<file path="src/rtl/scan_misr_pkg.sv">
// Shared definitions for the scan/MISR observation register.
package scan_misr_pkg;

    // Register operating modes as presented on the mode port
    typedef enum logic [1:0] {
        MODE_HOLD  = 2'b00,
        MODE_LOAD  = 2'b01,
        MODE_SHIFT = 2'b10,
        MODE_MISR  = 2'b11
    } mode_e;

    // Compaction run control
    typedef enum logic [1:0] {
        IDLE,
        RUN,
        DONE
    } state_e;

    // Widest register the signature helper supports
    localparam int unsigned MISR_MAX_W = 64;

    // Galois MISR step: shift left, fold the MSB back through the taps, absorb d.
    // Operates on a wide container; only the low 'width' bits are meaningful.
    function automatic logic [MISR_MAX_W-1:0] misr_next(
        input logic [MISR_MAX_W-1:0] q,
        input logic [MISR_MAX_W-1:0] d,
        input logic [MISR_MAX_W-1:0] poly,
        input int unsigned           width
    );
        logic [MISR_MAX_W-1:0] mask;
        logic [MISR_MAX_W-1:0] shifted;
        logic                  msb;
        mask    = (width >= MISR_MAX_W) ? '1 : ((MISR_MAX_W'(1) << width) - MISR_MAX_W'(1));
        msb     = |(q & (MISR_MAX_W'(1) << (width - 1)));
        shifted = (q << 1) & mask;
        if (msb) shifted = shifted ^ poly;
        return (shifted ^ d) & mask;
    endfunction

endpackage

</file>
<file path="src/rtl/scan_cell.sv">
// One bit of the observation register: mux-D flop selecting hold / load / scan / MISR.
module scan_cell
    import scan_misr_pkg::*;
(
    input  logic       clk,
    input  logic       reset,
    input  logic [1:0] sel,
    input  logic       d,
    input  logic       scan,
    input  logic       misr,
    output logic       q
);

    // Selected next value, cleared asynchronously on reset
    always_ff @(posedge clk or negedge reset) begin
        if (!reset) begin
            q <= 1'b0;
        end else begin
            case (sel)
                MODE_HOLD:  q <= q;
                MODE_LOAD:  q <= d;
                MODE_SHIFT: q <= scan;
                default:    q <= misr;
            endcase
        end
    end

endmodule

</file>
<file path="src/rtl/scan_misr_pipo.sv">
// Parametrised PIPO register with scan shift and MISR compaction, plus the run
// controller that counts compress cycles and grades the final signature.
module scan_misr_pipo
    import scan_misr_pkg::*;
#(
    parameter int unsigned      WIDTH   = 10,
    parameter logic [WIDTH-1:0] POLY    = 10'h009,
    parameter logic [WIDTH-1:0] SEED    = '0,
    parameter int unsigned      NUM_PAT = 16,
    parameter int unsigned      CNT_W   = 16
) (
    input  logic             clk,
    input  logic             reset,
    input  logic             start,
    input  logic [1:0]       mode,
    input  logic [WIDTH-1:0] d_in,
    input  logic             scan_in,
    input  logic [WIDTH-1:0] exp_sig,
    output logic [WIDTH-1:0] q_out,
    output logic             scan_out,
    output logic             sig_done,
    output logic             sig_pass
);

    state_e           state, state_nxt;
    logic [CNT_W-1:0] cnt;
    logic [WIDTH-1:0] nxt;
    logic [WIDTH-1:0] scan_vec;
    logic [WIDTH-1:0] cell_d;
    logic [1:0]       cell_sel;
    logic             compress;
    logic             last_pat;

    assign nxt      = WIDTH'(misr_next(MISR_MAX_W'(q_out), MISR_MAX_W'(d_in),
                                       MISR_MAX_W'(POLY), WIDTH));
    assign scan_vec = {q_out[WIDTH-2:0], scan_in};
    assign scan_out = q_out[WIDTH-1];
    assign last_pat = (cnt == CNT_W'(NUM_PAT - 1));

    // State register
    always_ff @(posedge clk or negedge reset) begin
        if (!reset) state <= IDLE;
        else        state <= state_nxt;
    end

    // Next state: start always rearms; the last compress edge closes the run
    always_comb begin
        state_nxt = state;
        if (start)
            state_nxt = RUN;
        else if (mode == MODE_MISR && state == RUN && last_pat)
            state_nxt = DONE;
    end

    // Cell control: start forces a SEED load; compress outside RUN degrades to hold
    always_comb begin
        cell_sel = mode;
        cell_d   = d_in;
        compress = 1'b0;
        if (start) begin
            cell_sel = MODE_LOAD;
            cell_d   = SEED;
        end else if (mode == MODE_MISR) begin
            if (state == RUN) compress = 1'b1;
            else              cell_sel = MODE_HOLD;
        end
    end

    // Pattern counter and sticky result flags
    always_ff @(posedge clk or negedge reset) begin
        if (!reset) begin
            cnt      <= '0;
            sig_done <= 1'b0;
            sig_pass <= 1'b0;
        end else if (start) begin
            cnt      <= '0;
            sig_done <= 1'b0;
            sig_pass <= 1'b0;
        end else if (compress) begin
            cnt <= cnt + CNT_W'(1);
            if (last_pat) begin
                sig_done <= 1'b1;
                sig_pass <= (nxt == exp_sig);
            end
        end
    end

    for (genvar i = 0; i < WIDTH; i++) begin : g_cell
        scan_cell u_cell (
            .clk   (clk),
            .reset (reset),
            .sel   (cell_sel),
            .d     (cell_d[i]),
            .scan  (scan_vec[i]),
            .misr  (nxt[i]),
            .q     (q_out[i])
        );
    end

endmodule

</file>
<file path="config.mk">
export PLATFORM = sky130hd
export DESIGN_NAME = scan_misr_pipo
export DESIGN_NICKNAME = d
export VERILOG_FILES = /design/src/rtl/scan_misr_pkg.sv /design/src/rtl/scan_cell.sv /design/src/rtl/scan_misr_pipo.sv
export SDC_FILE = /design/constraint.sdc
export NUM_CORES = 1
export LEC_CHECK = 0
export BUFFER_PORTS_ARGS = -buffer_cell sky130_fd_sc_hd__buf_2
export CAP_MARGIN = 20
export CORE_MARGIN = 3
export CORE_UTILIZATION = 48
export DETAILED_ROUTE_END_ITERATION = 8
export GPL_TIMING_DRIVEN = 0
export PLACE_DENSITY = 0.81
export SYNTH_ARGS = -nofsm -noshare
export SYNTH_HDL_FRONTEND = slang
export SYNTH_SLANG_ARGS = --single-unit
</file>
<file path="constraint.sdc">
create_clock -name clk -period 2.2 [get_ports clk]
set_input_delay 0.22 -clock clk [delete_from_list [all_inputs] [get_ports clk]]
set_output_delay 0.22 -clock clk [all_outputs]
set_load 0.02 [all_outputs]
</file>
==> results of run 1 <==
worst max-delay path by stage:
stage,startpoint,end,slack [ns]
floorplan,state[1],g_cell[3].u_cell.q,0.23
global placement,start,g_cell[3].u_cell.q,-0.004
detailed placement,state[1],g_cell[3].u_cell.q,-0.003
CTS,state[1],g_cell[0].u_cell.q,0.007
global route,state[1],g_cell[9].u_cell.q,0.004
finish,state[1],g_cell[3].u_cell.q,0.13
final cells by class:
class / count / area (µm²) / area share
clock inverters: 1 / 5.00 / 0.00211
well taps: 48 / 60.1 / 0.0253
repair buffers: 39 / 200 / 0.0844
plain buffers: 19 / 115 / 0.0485
clock buffers: 7 / 86.3 / 0.0364
multi-input cells: 149 / 1120 / 0.473
flip-flops and latches: 30 / 751 / 0.316
inverters: 9 / 33.8 / 0.0142
placed cells by master, fill, tap and decap left out, drive strengths merged, types with 4 or more instances in the layout:
cell / count
a221oi: 4
nand4: 5
clkbuf: 15
a21o: 4
buf: 49
a221o: 6
xor2: 11
a21oi: 13
ha: 4
nand3: 7
dfrtp: 30
nor2: 13
nand2: 14
xnor3: 7
xnor2: 11
inv: 9
o21ai: 16
what timing repair did:
action	in CTS	in global routing
resized for setup	1	8
endpoints found under the setup margin	1	9
endpoints found under the hold margin	6	0
hold buffers	1	0
setup buffers	0	0
layer usage:
layer,track usage,up-vias,routed length [µm]
met4,0.0668,0,71
met1,0.229,816,2030
li1,-,823,-
met5,0,-,0
met3,0.0398,6,184
met2,0.279,37,2010
cells by family after synthesis:
group                    Yosys count  share of synthesized area
AO/OA/AOI/OAI                     50                      0.165
adder cells (fa/ha/maj)            4                     0.0249
AND/OR/NAND/NOR                   64                      0.178
XOR/XNOR                          29                      0.174
flip-flops                        30                      0.373
multiplexers                       2                     0.0112
buffers and inverters             29                     0.0734
sequential cells by signal, indices dropped and copies added (netlist names):
register	count
g_cell.u_cell.q	10
state	2
sig_done	1
sig_pass	1
cnt	16
metrics by stage:
stage	instance area [µm²]	cells	util
floorplan	2010	208	-
global placement	2260	294	0.587
detailed placement	2260	294	0.587
CTS	2360	302	0.613
global route	2370	302	0.616
finish	2370	302	0.616
tightest hold or removal path, stage by stage:
cell	delay, ns
buf_2	0.11
a221oi_1	0.07
a21oi_1	0.12
power by group through the flow:
stage | registers (W) | clock network [W] | logic, W
after detailed placement | 0.000681 | 0 | 0.000517
after global routing | 0.000681 | 0.000497 | 0.000567
after CTS | 0.000671 | 0.000470 | 0.000519
after global placement | 0.000679 | 0 | 0.000509
final | 0.000672 | 0.000464 | 0.000522
after floorplan | 0.000668 | 0 | 0.000385
==> flow_summary.ini, run 1 <==
[clocking]
cts-root-buf = clkbuf_8
cts-buffers-inserted = 5
path_clk_slew_ns = 0.07
clk_path_buf_depth = 2
cts-htree-levels = 2
cts_tree = done
insertion_delay_ns = 0.28
clock-sinks = 30

[detailed_routing]
via_per_inst = 5.57
drtIter0Drc = 74
routed_wl_um = 4290
ant_nets = 0
via_count = 1682
drc = 0
wire_per_inst_um = 14.2
first_pass_iters = 4

[logic_synthesis]
synth_top_cells_by_area = dfrtp_1 37%, xnor3_1 7.8%, xnor2_1 4.8%
synth-main-ff-cell = dfrtp_1
syn_nets = 238
synth_seq_cells = 30
synthCells = 208
synth_area_mm2 = 0.00201
postSynth.asyncResetShare = 1.00
synthDistinctLibCells = 40
synth-edff-count = 0
synth_largest_area_cell = dfrtp_1
ys_seq_area_frac = 0.373
synth_common_cells = 30 x dfrtp_1, 16 x o21ai_0, 14 x nand2_1
synth_area_per_cell_um2 = 9.67
synth.most_common_cell = dfrtp_1
yosys.area.top_type_share = 0.373
yosys_warnings = 0

[die]
ios = 39
rows = 22
die-area_mm2 = 0.00500
start_util = 0.522
die_w_um = 70.7
core_area_mm2 = 0.00385
die_h_um = 70.7

[pwr]
p_sw_w = 0.000527
pwr-share-comb = 0.315
clkPwrFrac = 0.280
vdd_drop_max_v = 0.000478
power_w = 0.00166
intPower_w = 0.00113
p_leak_nw = 1.12
switching_share = 0.318
pwr-share-seq = 0.405
p_per_area_mw_per_mm2 = 699

[finish]
final.fill_count = 341
area.growth.synth_to_final_pct = 18.0
final_nets = 283
diodes = 0
drive_gt1_frac = 0.268

[global_route]
first_global_vias = 1550
antenna_found_initial = 0
overflow = 0
grt_max_degree = 31
grt_pass1_wl_um = 7020
gr-usage-all-layers = 0.174

[worst_setup_path]
cp-start-kind = register
reg2reg_slack_ns = 0.13
worstReg2RegStart = state[1]
critical_path_class = register to register
crit_chain = nand4b_4, and2_1, ha_1, clkbuf_1, a221oi_1, a21oi_1, mux2_2
arrival_ns = 2.25
critPathTopFamily = simple AND/OR/NAND/NOR gates
crit_path_end_kind = register
slowest_delay_ns = 0.39
required_ns = 2.37
crit_buf_inv = 1
r2r_end = g_cell[3].u_cell.q
worstRegToRegCells = 7
critical_path_cell_count = 7
worst-path-max-fanout = 10
cpMaxStageDelayCell = dfrtp_1

[timing]
setup_viol = 0
period_needed_ns = 2.07
drv_slew = 0
hold_slack_ns = 0.283
period_share = 0.941
final.setup.tns_ns = 0
finalWorstSetupSlack_ns = 0.129
hold_viol = 0
fmax_mhz = 483
worst_slew_pin_slew_ns = 0.661
skew_ns = 0.00902
rsz0062_at_grt = no
slew-limit-headroom = 0.555

[placed_design]
port_buffers = 38
gp_congestion = 0.843
dp_slack_ns = -0.00280
dp_hpwl_um = 3160

[run_status]
outcome = finished clean

[hold_path]
whs_path_depth = 3
whs_endpoint = g_cell[9].u_cell.q
hold_start = d_in[9]
hp-class = input pin to register

[run]
maxCapViolCount = 0
Note: power is estimated with default switching activity, not from simulation.
==> inputs of run 2 (changes only) <==
--- a/config.mk
+++ b/config.mk
@@ -7,7 +7,7 @@
 export LEC_CHECK = 0
 export BUFFER_PORTS_ARGS = -buffer_cell sky130_fd_sc_hd__buf_2
 export CAP_MARGIN = 20
-export CORE_MARGIN = 3
+export CORE_MARGIN = 4
 export CORE_UTILIZATION = 48
 export DETAILED_ROUTE_END_ITERATION = 8
 export GPL_TIMING_DRIVEN = 0
==> run 2 against run 1 <==
Sequential share of layout area rose by 0.15 points. Flip-flop and latch count unchanged. Clock skew decreased by 0.00097 ns. Maximum frequency is 5.6% higher. Setup slack better by 0.11 ns. Count of clock-buffer cells in the layout unchanged. Power decreased by 2.7%. Cell area decreased by 0.48%. Sequential power about the same. Combinational power is essentially flat. Global-route usage up 0.44 points. Largest cell class unchanged.
==> flow_summary.ini, run 2 (synthesis gave the netlist of run 1 again) <==
[global_route]
grt_pass1_wl_um = 7330
overflow = 0
gr-usage-all-layers = 0.178
antenna_found_initial = 0
first_global_vias = 1664
grt_max_degree = 31

[detailed_routing]
wire_per_inst_um = 14.7
drtIter0Drc = 84
drc = 0
via_per_inst = 5.54
ant_nets = 0
via_count = 1685
routed_wl_um = 4470
first_pass_iters = 4

[pwr]
p_leak_nw = 1.11
pwr-share-comb = 0.325
intPower_w = 0.00110
pwr-share-seq = 0.417
switching_share = 0.320
clkPwrFrac = 0.258
p_sw_w = 0.000516
vdd_drop_max_v = 0.000493
p_per_area_mw_per_mm2 = 684

[timing]
hold_slack_ns = 0.292
finalWorstSetupSlack_ns = 0.239
period_needed_ns = 1.96
slew-limit-headroom = 0.528
setup_viol = 0
drv_slew = 0
skew_ns = 0.00805
rsz0062_at_grt = no
worst_slew_pin_slew_ns = 0.702
period_share = 0.891
fmax_mhz = 510
hold_viol = 0

[placed_design]
dpl-instance-area_mm2 = 0.00226
dp_slack_ns = -0.0241
port_buffers = 38
gp_congestion = 0.833
dp_hpwl_um = 3320

[worst_setup_path]
r2r_end = g_cell[0].u_cell.q
arrival_ns = 2.14
crit_chain = nand4b_4, a21o_2, ha_1, inv_1, clkbuf_2, a221oi_1, a211oi_1, a21o_1
worst-path-max-fanout = 10
required_ns = 2.38
crit_path_end_kind = register
critical_path_class = register to register
cpMaxStageDelayCell = dfrtp_1
reg2reg_slack_ns = 0.24
slowest_delay_ns = 0.39
worstReg2RegStart = state[1]
cp-start-kind = register
worstRegToRegCells = 8

[finish]
largest_reg_flops = 16
reg_top3 = cnt: 16 flops, g_cell.u_cell.q: 10 flops, state: 2 flops
diodes = 0
drive_gt1_frac = 0.264
final.fill_count = 370
final_common_cell = buf_2
regMostFlops = cnt
final_util = 0.586
fin_area_mm2 = 0.00236
final_nets = 284
area.growth.synth_to_final_pct = 17.4
final_cell_mix = 38 x buf_2, 30 x dfrtp_1, 16 x o21ai_0, 14 x nand2_1

[clocking]
cts-htree-levels = 2
cts-root-buf = clkbuf_8
insertion_delay_ns = 0.29
cts-buffers-inserted = 5
cts_tree = done
clk_path_buf_depth = 2
path_clk_slew_ns = 0.06
clock-sinks = 30

[die]
core_area_mm2 = 0.00403
die_h_um = 72.7
start_util = 0.499
rows = 23
die-area_mm2 = 0.00529
ios = 39
die_w_um = 72.7

[hold_path]
hp-class = input pin to register
hold_start = d_in[9]
whs_path_depth = 3
whs_endpoint = g_cell[9].u_cell.q

[run]
maxCapViolCount = 0

[run_status]
outcome = finished clean
run 2: cell type report:
class,instances,area (µm²),share of cell area
plain buffers,19,115,0.0488
well taps,50,62.6,0.0265
multi-input cells,149,1110,0.472
clock buffers,7,76.3,0.0323
repair buffers,40,208,0.0880
inverters,9,33.8,0.0143
flip-flops and latches,30,751,0.318
run 2: repair_timing:
action                                  CTS  global route
setup buffers                             0             1
hold buffers                              1             0
resized for setup                         3             2
hold endpoints to repair                 30             0
endpoints found under the setup margin    3             3
run 2: critical path, delay by kind of cell (launching register included):
family                   cells  cell delay, ns
AO/OA/AOI/OAI                4            0.73
flip-flops                   1            0.39
adder cells (fa/ha/maj)      1            0.30
buffers and inverters        2            0.27
AND/OR/NAND/NOR              1            0.18
run 2: power groups by stage:
stage / sequential [W] / clock, W / combinational, W
after floorplan: 0.000668 / 0 / 0.000385
after CTS: 0.000672 / 0.000430 / 0.000526
after global routing: 0.000682 / 0.000449 / 0.000569
after detailed placement: 0.000682 / 0 / 0.000522
final: 0.000672 / 0.000416 / 0.000525
after global placement: 0.000678 / 0 / 0.000511
run 2: worst max path at each step:
stage | cells after the start | slack (ns) | to | from
after floorplan | 8 | 0.23 | g_cell[3].u_cell.q | state[1]
after global placement | 8 | 0.006 | g_cell[9].u_cell.q | state[1]
after detailed placement | 8 | -0.02 | g_cell[3].u_cell.q | state[1]
after CTS | 8 | 0.09 | g_cell[9].u_cell.q | state[1]
after global routing | 8 | 0.09 | g_cell[9].u_cell.q | state[1]
final | 8 | 0.24 | g_cell[0].u_cell.q | state[1]
run 2: metrics by stage:
step	TNS, ns	power (W)	cells
after floorplan	0	0.00105	208
after global placement	0	0.00119	296
after detailed placement	-0.0389	0.00120	296
after CTS	0	0.00163	303
after global routing	0	0.00170	304
final	0	0.00161	304
run 2: metal layers:
metal / GRT usage / part of all wire / vias up
li1: - / - / 832
met1: 0.211 / 0.41 / 793
met2: 0.305 / 0.51 / 55
met3: 0.0441 / 0.071 / 5
met4: 0.0799 / 0.0094 / 0
met5: 0 / 0 / -
==> inputs of run 3 (changes only) <==
--- a/config.mk
+++ b/config.mk
@@ -5,13 +5,14 @@
 export SDC_FILE = /design/constraint.sdc
 export NUM_CORES = 1
 export LEC_CHECK = 0
-export BUFFER_PORTS_ARGS = -buffer_cell sky130_fd_sc_hd__buf_2
+export ABC_AREA = 1
+export BUFFER_PORTS_ARGS = -buffer_cell sky130_fd_sc_hd__clkbuf_2
 export CAP_MARGIN = 20
 export CORE_MARGIN = 4
 export CORE_UTILIZATION = 48
 export DETAILED_ROUTE_END_ITERATION = 8
 export GPL_TIMING_DRIVEN = 0
-export PLACE_DENSITY = 0.81
+export PLACE_DENSITY = 0.8
 export SYNTH_ARGS = -nofsm -noshare
 export SYNTH_HDL_FRONTEND = slang
 export SYNTH_SLANG_ARGS = --single-unit
==> run 3 against run 2 <==
Register-to-register slack got worse by 0.10 ns. Critical path depth increased by 4. Via count increased by 39%. Synthesized cell count increased by 65%. Critical endpoint unchanged. Highest routed layer unchanged. Core utilization increased by 0.87 points. Power decreased by 0.62%. Critical path type unchanged. Sequential share of layout area decreased by 3.0 points.
==> flow_summary.ini, run 3 <==
[finish]
drive_gt1_frac = 0.203
reg_top3 = cnt: 16 flops, g_cell.u_cell.q: 10 flops, state: 2 flops
final_cell_mix = 106 x nand2_1, 50 x inv_1, 40 x nand3_1, 38 x clkbuf_2, 30 x dfrtp_1
final_nets = 419
final_util = 0.595
diodes = 0
largest_reg_flops = 16
final.fill_count = 427
area.growth.synth_to_final_pct = 18.3
regMostFlops = cnt
final_common_cell = nand2_1

[pwr]
pwr-share-comb = 0.313
pwr-share-seq = 0.399
p_sw_w = 0.000557
switching_share = 0.348
p_per_area_mw_per_mm2 = 615
intPower_w = 0.00105
vdd_drop_max_v = 0.000341
clkPwrFrac = 0.289
p_leak_nw = 1.38

[placed_design]
gp_congestion = 0.889
port_buffers = 37
dp_hpwl_um = 4170

[global_route]
first_global_vias = 2113
overflow = 0
grt_pass1_wl_um = 9170
antenna_found_initial = 0
grt_max_degree = 31
gr-usage-all-layers = 0.210

[timing]
period_share = 0.937
hold_viol = 0
fmax_mhz = 485
setup_viol = 0
slew-limit-headroom = 0.473
skew_ns = 0.0102
drv_slew = 0
period_needed_ns = 2.06
worst_slew_pin_slew_ns = 0.790
hold_slack_ns = 0.0109

[worst_setup_path]
cp-start-kind = register
worstRegToRegCells = 12
startpoint = state[0]
cp-endpoint = g_cell[0].u_cell.q
arrival_ns = 2.22
crit_path_end_kind = register
reg2reg_slack_ns = 0.14
required_ns = 2.36
r2r_end = g_cell[0].u_cell.q
worstReg2RegStart = state[0]
critical_path_class = register to register
worst-path-max-fanout = 10

[clocking]
clk_path_buf_depth = 2
cts-root-buf = clkbuf_8
cts-htree-levels = 2
insertion_delay_ns = 0.28
cts-buffers-inserted = 5
postCtsHoldBufs = 0
cts_tree = done
path_clk_slew_ns = 0.07
clock-sinks = 30

[die]
rows = 24
ios = 39
core_area_mm2 = 0.00438
start_util = 0.503
die_w_um = 75.8
die_h_um = 75.8
die-area_mm2 = 0.00574

[detailed_routing]
drtIter0Drc = 157
via_count = 2337
ant_nets = 0
via_per_inst = 5.29
wire_per_inst_um = 12.4
drc = 0
routed_wl_um = 5490
first_pass_iters = 4

[logic_synthesis]
synth_largest_area_cell = dfrtp_1
synth_common_cells = 107 x nand2_1, 51 x inv_1, 40 x nand3_1
synth-xor-area-share = 0
synth_top_family_by_area = simple AND/OR/NAND/NOR gates
postSynth.asyncResetShare = 1.00
synthAdderAreaFrac = 0.0227
synthDistinctLibCells = 28
synth_seq_cells = 30
synth-main-ff-cell = dfrtp_1
synth_compound_gate_area_share = 0.104
synthCells = 343
yosys_warnings = 0
synthMuxAreaShare = 0
ys_seq_area_frac = 0.341
yosys.area.top_type_share = 0.341
syn_nets = 373
synth.most_common_cell = nand2_1
synth_area_per_cell_um2 = 6.42
synth_top_cells_by_area = dfrtp_1 34%, nand2_1 18%, nand3_1 9.1%
synth_area_mm2 = 0.00220
synth-edff-count = 0
synthSimpleGateAreaFrac = 0.391

[run]
maxCapViolCount = 0

[run_status]
outcome = finished clean

[hold_path]
hp-class = input pin to async pin
run 3: logic make-up (layout without fill, tap and decap cells):
kind of cell | Yosys count | after routing
fa+ha+maj | 4 | 4
simple gates | 195 | 195
compound gates | 44 | 44
flops | 30 | 30
buf+inv | 70 | 117
run 3: repair_timing:
| item | in CTS | in global routing |
|---|---|---|
| setup endpoints to repair | 10 | 9 |
| resized for setup | 7 | 4 |
| buffers inserted | 0 | 3 |
| pin swaps | 0 | 1 |
run 3: power groups by stage:
stage                     clock network [W]  registers [W]  logic [W]
after floorplan                           0       0.000641   0.000347
after global placement                    0       0.000649   0.000476
after detailed placement                  0       0.000649   0.000487
after CTS                          0.000470       0.000640   0.000497
after global routing               0.000501       0.000650   0.000568
final                              0.000463       0.000639   0.000502
run 3: how the worst min path moves through the flow:
stage | end | slack, ns | cells past startpoint | startpoint
floorplan | cnt[0] | -0.08 | 0 | reset
global placement | cnt[4] | 0.33 | 1 | reset
detailed placement | cnt[2] | 0.34 | 1 | reset
CTS | cnt[8] | 0.03 | 1 | reset
global route | cnt[10] | 0.06 | 1 | reset
finish | cnt[10] | 0.01 | 1 | reset
run 3: layout make-up:
cell class                 count  area (µm²)  share of cell area
multi-input combinational    243        1180               0.452
sequential                    30         751               0.288
timing repair buffer          40         208              0.0797
inverter                      54         204              0.0782
buffer                        15         109              0.0417
clock buffer                   7        86.3              0.0331
tap                           52        65.1              0.0250
clock inverter                 1        5.00             0.00192
run 3: through the flow:
step	std cells	setup TNS (ns)	total power, W	cell area [µm²]	worst slack, ns
finish	442	0	0.00160	2610	0.138
global route	442	-0.000541	0.00172	2610	-0.000541
CTS	439	0	0.00161	2560	0.0190
detailed placement	432	-2.27	0.00114	2450	-0.306
global placement	432	-1.60	0.00113	2450	-0.240
floorplan	343	0	0.000988	2200	0.211
run 3: layer usage:
metal,up-vias,part of all wire,global-route usage
li1,1173,-,-
met3,9,0.071,0.0541
met1,1086,0.41,0.263
met2,69,0.50,0.353
met4,0,0.014,0.0621
met5,-,0,0
run 3: worst max-delay path, stage by stage, from the launching register on:
cell and delay, ns:
dfrtp_1 0.38, nand2_1 0.15, nor2_4 0.07, buf_6 0.11, inv_1 0.08, nand2_4 0.07, a21oi_4 0.20, ha_4 0.25
inv_2 0.13, buf_4 0.20, nand3_1 0.09, nand3_1 0.10, o21ai_0 0.08
